**config.mk**
```make
export PLATFORM = sky130hd
export DESIGN_NAME = linear_result_collector
export DESIGN_NICKNAME = d
export VERILOG_FILES = /design/src/rtl/linear_result_collector.sv
export SDC_FILE = /design/constraint.sdc
export NUM_CORES = 2
export LEC_CHECK = 0
export BUFFER_PORTS_ARGS = -buffer_cell sky130_fd_sc_hd__buf_4
export CAP_MARGIN = 20
export CORE_AREA = 5 5 417 419
export DETAILED_ROUTE_END_ITERATION = 7
export DIE_AREA = 0 0 422 424
export PLACE_DENSITY = 0.74
export SYNTH_ARGS = -nofsm -noshare
export SYNTH_HDL_FRONTEND = slang
export SYNTH_SLANG_ARGS = --single-unit
```
**constraint.sdc**
```tcl
create_clock -name clk -period 115.5 [get_ports clk]
set_clock_uncertainty 0.15 [all_clocks]
set_input_delay 23.1 -clock clk [delete_from_list [all_inputs] [get_ports clk]]
set_output_delay 23.1 -clock clk [all_outputs]
set_load 0.05 [all_outputs]
```
**src/rtl/linear_result_collector.sv**
```systemverilog
// Ping-pong collector: assembles DEPTH scalar results into a vector while the other bank is held for the consumer.
// Optional ReLU on capture when LINEAR_COLLECT_RELU_EN is defined.
module linear_result_collector #(
   parameter int DEPTH = 32,
   parameter int WIDTH = 32
) (
   input  logic                     clk,
   input  logic                     rst,
   input  logic                     clear,
   input  logic                     in_done,
   input  logic [WIDTH-1:0]         in_result,
   output logic                     in_ready,
   output logic [$clog2(DEPTH)-1:0] fill_count,
   output logic                     vec_valid,
   input  logic                     vec_ready,
   output logic [WIDTH-1:0]         vec_data [DEPTH-1:0],
   output logic                     overflow
);

   localparam int AW = $clog2(DEPTH);

   logic [WIDTH-1:0] mem [2][DEPTH];
   logic             wr_bank;
   logic             rd_bank;
   logic [AW-1:0]    wr_idx;
   logic [1:0]       full;
   logic [WIDTH-1:0] cap_value;

`ifdef LINEAR_COLLECT_RELU_EN
   // Sign bit set covers negatives, -0.0 and negative-signed NaNs alike.
   assign cap_value = in_result[WIDTH-1] ? '0 : in_result;
`else
   assign cap_value = in_result;
`endif

   always_ff @(posedge clk or posedge rst) begin
      if (rst) begin
         for (int b = 0; b < 2; b++)
            for (int k = 0; k < DEPTH; k++)
               mem[b][k] <= '0;
         wr_bank  <= 1'b0;
         rd_bank  <= 1'b0;
         wr_idx   <= '0;
         full     <= 2'b00;
         overflow <= 1'b0;
      end else if (clear) begin
         wr_bank  <= 1'b0;
         rd_bank  <= 1'b0;
         wr_idx   <= '0;
         full     <= 2'b00;
         overflow <= 1'b0;
      end else begin
         if (in_done) begin
            if (!full[wr_bank]) begin
               mem[wr_bank][wr_idx] <= cap_value;
               if (wr_idx == AW'(DEPTH - 1)) begin
                  full[wr_bank] <= 1'b1;
                  wr_bank       <= ~wr_bank;
                  wr_idx        <= '0;
               end else begin
                  wr_idx <= wr_idx + 1'b1;
               end
            end else begin
               overflow <= 1'b1;
            end
         end
         // Release always targets the other bank from a completing capture.
         if (full[rd_bank] && vec_ready) begin
            full[rd_bank] <= 1'b0;
            rd_bank       <= ~rd_bank;
         end
      end
   end

   always_comb begin
      for (int k = 0; k < DEPTH; k++)
         vec_data[k] = mem[rd_bank][k];
   end

   assign vec_valid  = full[rd_bank];
   assign in_ready   = !full[wr_bank];
   assign fill_count = wr_idx;

endmodule

```
# Word level (Yosys, flattened, before mapping)
# Cells that the tools add are included.
classes:
  n_addsub: 1
  mul: 0
  div_mod_pow: 0
  order_cmp: 9
  eq_ne: 2
  shifts: 0
  n_mux: 35
  bitwise_logic: 10
  reduce_logical: 14
ops:
  columns: ["op", "n"]
  rows:
  - ["2-to-1 mux 1024 bit", 4]
  - ["bitwise mux 2048 bit", 1]
  - ["demux 1024 bit (select 1 bit)", 1]
  - ["demux 32 bit (select 5 bit)", 1]
  - ["2-to-1 mux 32 bit", 1]
  - ["2-to-1 mux 5 bit", 4]
  - ["2-to-1 mux 1 bit", 15]
  - ["2-to-1 mux 2 bit", 6]
  - ["nonzero test 2 bit", 4]
  - ["greater-or-equal comparator 6 bit (second input constant)", 1]
  - ["< comparator 6 x 1 -> 1 bit (second input constant)", 1]
  - ["inverter 5 -> 6 bit", 1]
  - ["AND reduction 3 bit", 2]
  - ["adder 5 x 1 -> 5 bit (second input constant)", 1]
  - ["== test 5 bit (second input constant)", 1]
  - ["logical AND 1 bit", 5]
  - ["greater-or-equal comparator 2 bit (second input constant)", 2]
  - ["< comparator 1 x 2 -> 1 bit (second input constant)", 2]
  - ["inverter 1 bit", 4]
  - ["inverter 1 -> 2 bit", 2]
  - ["AND reduction 2 bit", 2]
  - ["bitwise AND 2 bit", 1]
  - ["demux 1 bit (select 1 bit)", 2]
  - ["greater-or-equal comparator 1 bit (second input constant)", 2]
  - ["other kinds (5)", 5]
word_totals:
  reg_bits: 2058
  latch_bits: 0
  ram_bits: 0
  rom_bits: 0
  in_bits: 37
  output_inout_bits: 1032
  word_cells: 140
  n_memories: 0

# Logic depth before layout (Yosys ltp)
depth:
  ltp_word: 12
  mapped_depth: 8
  mapped_depth_nobuf: 7

# Worst setup path after synthesis
# OpenSTA, ideal clock, no wires.
synth_path:
  kind: "reg2out"
  startpoint: "reg rd_bank"
  endpoint: "out vec_data[0] in the netlist's numbering"
  t_arrival_ps: 1687
  required_ps: 92250
  setup_slack_ps: 90563
  stages_incl_launch_ff: 5
  path_buffers: 3
  path_cell_list: "dfrtp_1 clkbuf_1 clkbuf_1 clkbuf_1 mux2_2"
synth_rtl:
  columns: ["item", "line", "text"]
  rows:
  - ["start, declared", "24", "logic rd_bank;"]
  - ["start signal, assigned", "70", "rd_bank <= ~rd_bank;"]
  - ["end, declared", "16", "output logic [WIDTH-1:0] vec_data [DEPTH-1:0],"]

==> metrics.txt <==
total gr overflow=0; total track usage=30.3%; Fillers=12.6k; CP arrival=5.30 ns; Sink Count=2058; # rows=152; Post-Syn Area per Cell=15.5 sq um; fin crit share=24.7%; post-synthesis simple-gate area fraction=1.19%; die area=179000 sq um; worst-skew pair later-pin latency=0.85 ns; Worst-Margin Slew=1.12 ns; # port buffers=1068; largest net degree at the start of global routing=168; first-pass GRT wire length=400 mm; dominant cells by area after synthesis=dfrtp_1 57%, mux2_2 37%, clkbuf_1 1.2%; antenna violations before repair=8; I/O pins=1069; P&R area growth vs syn=18.5%; Die Ht=424 um; CP Class=flop to primary output; Layout Nets=6699; clk buf depth=3; distinct cell type count after synthesis=38; Syn Inst Count=5819; Commonest cells post-synth=2992 x mux2_2, 2058 x dfrtp_1, 282 x clkbuf_1, 128 x buf_2, 99 x buf_4; total chip power=1.63 mW; share of cells above drive strength 1=67.2%; CP max FO=75; CTS tree=built; area leader, netlist=dfrtp_1; Mapped Nets=5861; Post-DRT Antenna Nets=0; EDFF count, synth=0; Crit. End Element=primary output; Starting Density=52.9%; xor/xnor share of the synthesized area=0%; Core Area=170000 sq um; sequential cell area fraction in the yosys report=57.2%; mux cell area share after synthesis=38.4%; max-cap check violation count=0; Worst-path clk slew=0.06 ns; Yosys top cell area share=57.2%; DRT Pass-1 Iters=5; dpl hpwl=179 mm; width of the chip=422 um; Cell Area, Placed=99300 sq um; DR WL/cell=30.3 um; f_max=35.0 MHz; final hold vios=0; Root Buffer Master=clkbuf_16; Pleak=55.7 nW; startpoint types=flop; residual DRC count=0; post-detailed-routing wire length=275 mm; Compound-Gate Fraction of Synth Area=0.0959%; min cycle time layout=28.55 ns; status=finished clean; CTS H-tree depth=4; maximum VDD drop=0.0149 mV; Pwr per Cell Area=15.3 nW/um^2; endpoints failing setup=0; Post-Layout Cell Count=9075; Main synth FF type=dfrtp_1; largest family of logic cells by synthesized area=multiplexers; post-CTS resize count=0; vias in the first global route=57.0k; top-count cell post-synth=mux2_2; Synth Area in Adders=0.0695%; hold_buf cts=0; Worst Hold Class=flop to flop; Seq cells post-synth=2058; Critical Path RT=92.25 ns; post-CTS setup buffer count=0; Hold WS=0.326 ns; Final Instance Area=107000 sq um; Yosys warnings=0; Via density=5.91; Setup TNS Final=0 ns; RD Place Congestion=0.885; initial DRC count=3671; Post-Synthesis Cell Area=90000 sq um; CTS Buf Count=209; placed cell count=8676; RSZ-0062 raised after global routing=false; Post-synth ARST share=100%; DR vias=53.7k; fin. max-slew vios=0; Slew HR=25.6%
[layer usage]
layer | GRT usage (%) | vias to the layer above | share of wire (%)
met5 | 0 | - | 0.013
met4 | 22.2 | 6 | 8.7
met3 | 5.79 | 663 | 5.4
met2 | 47.0 | 1818 | 46
met1 | 38.1 | 28770 | 40
li1 | - | 22410 | -
[worst paths after layout]
path                               startpoint       endpoint  slack (ns)  depth (start not counted)
worst max register to register  fill_count[3]       mem[733]      111.90                          4
worst max-delay path                  rd_bank  vec_data[989]       86.95                          5
worst min register to register       mem[171]       mem[171]        0.33                          1
min in group asynchronous                 rst       mem[215]       22.18                          2
max in group asynchronous                 rst      mem[1410]       88.23                          7
worst min-delay path                 mem[171]       mem[171]        0.33                          1
[critical path, stage by stage, from the launching register on]
cell,delay (ns)
dfrtp_4,1.11
buf_4,0.88
buf_4,0.74
buf_4,0.86
mux2_2,0.44
buf_4,0.21
[where the power goes]
group          switching, mW  internal (mW)
Clock                  0.288          0.418
Sequential            0.0112          0.739
Combinational          0.121         0.0520
[cell type report]
| class | instances | area [sq um] | area share [%] |
|---|---|---|---|
| sequential | 2058 | 51500 | 48.3 |
| multi-input combinational | 3202 | 36100 | 33.8 |
| timing repair buffer | 1178 | 8980 | 8.42 |
| clock buffer | 321 | 6370 | 5.97 |
| tap | 2233 | 2790 | 2.62 |
| clock inverter | 68 | 901 | 0.845 |
| inverter | 8 | 37.5 | 0.0352 |
| antenna | 7 | 17.5 | 0.0164 |
[layout by cell type (no fill, tap or decap), types with 6 or more instances in the layout]
| master | count |
|---|---|
| clkbuf_16 | 213 |
| diode_2 | 7 |
| mux2_2 | 2992 |
| nor3_4 | 34 |
| o21ai_0 | 6 |
| bufinv_16 | 17 |
| a21oi_1 | 7 |
| clkbuf_8 | 63 |
| clkinv_2 | 34 |
| mux2_1 | 82 |
| inv_1 | 7 |
| buf_12 | 6 |
| nand3_2 | 19 |
| clkbuf_1 | 45 |
| nand3_4 | 6 |
| dfrtp_1 | 2057 |
| buf_4 | 1169 |
[per-stage QoR]
step,worst slack [ns],util (%)
after floorplan,34.12,-
after global placement,87.30,58.3
after detailed placement,87.17,58.3
after CTS,86.88,62.6
after global routing,86.72,62.6
final,86.95,62.7
[sequential cells by signal, indices dropped and copies added, names as in the netlist]
signal,cells
fill_count,5
full,2
mem,2048
rd_bank,1
wr_bank,1
overflow,1
[logic make-up after synthesis]
kind of cell / count (synthesis)
AOI/OAI and AO/OA: 16
adders and majority gates: 5
buffers and inverters: 559
DFF: 2058
muxes: 3074
and+or+nand+nor: 107
Power figures use the tool's default switching activity.
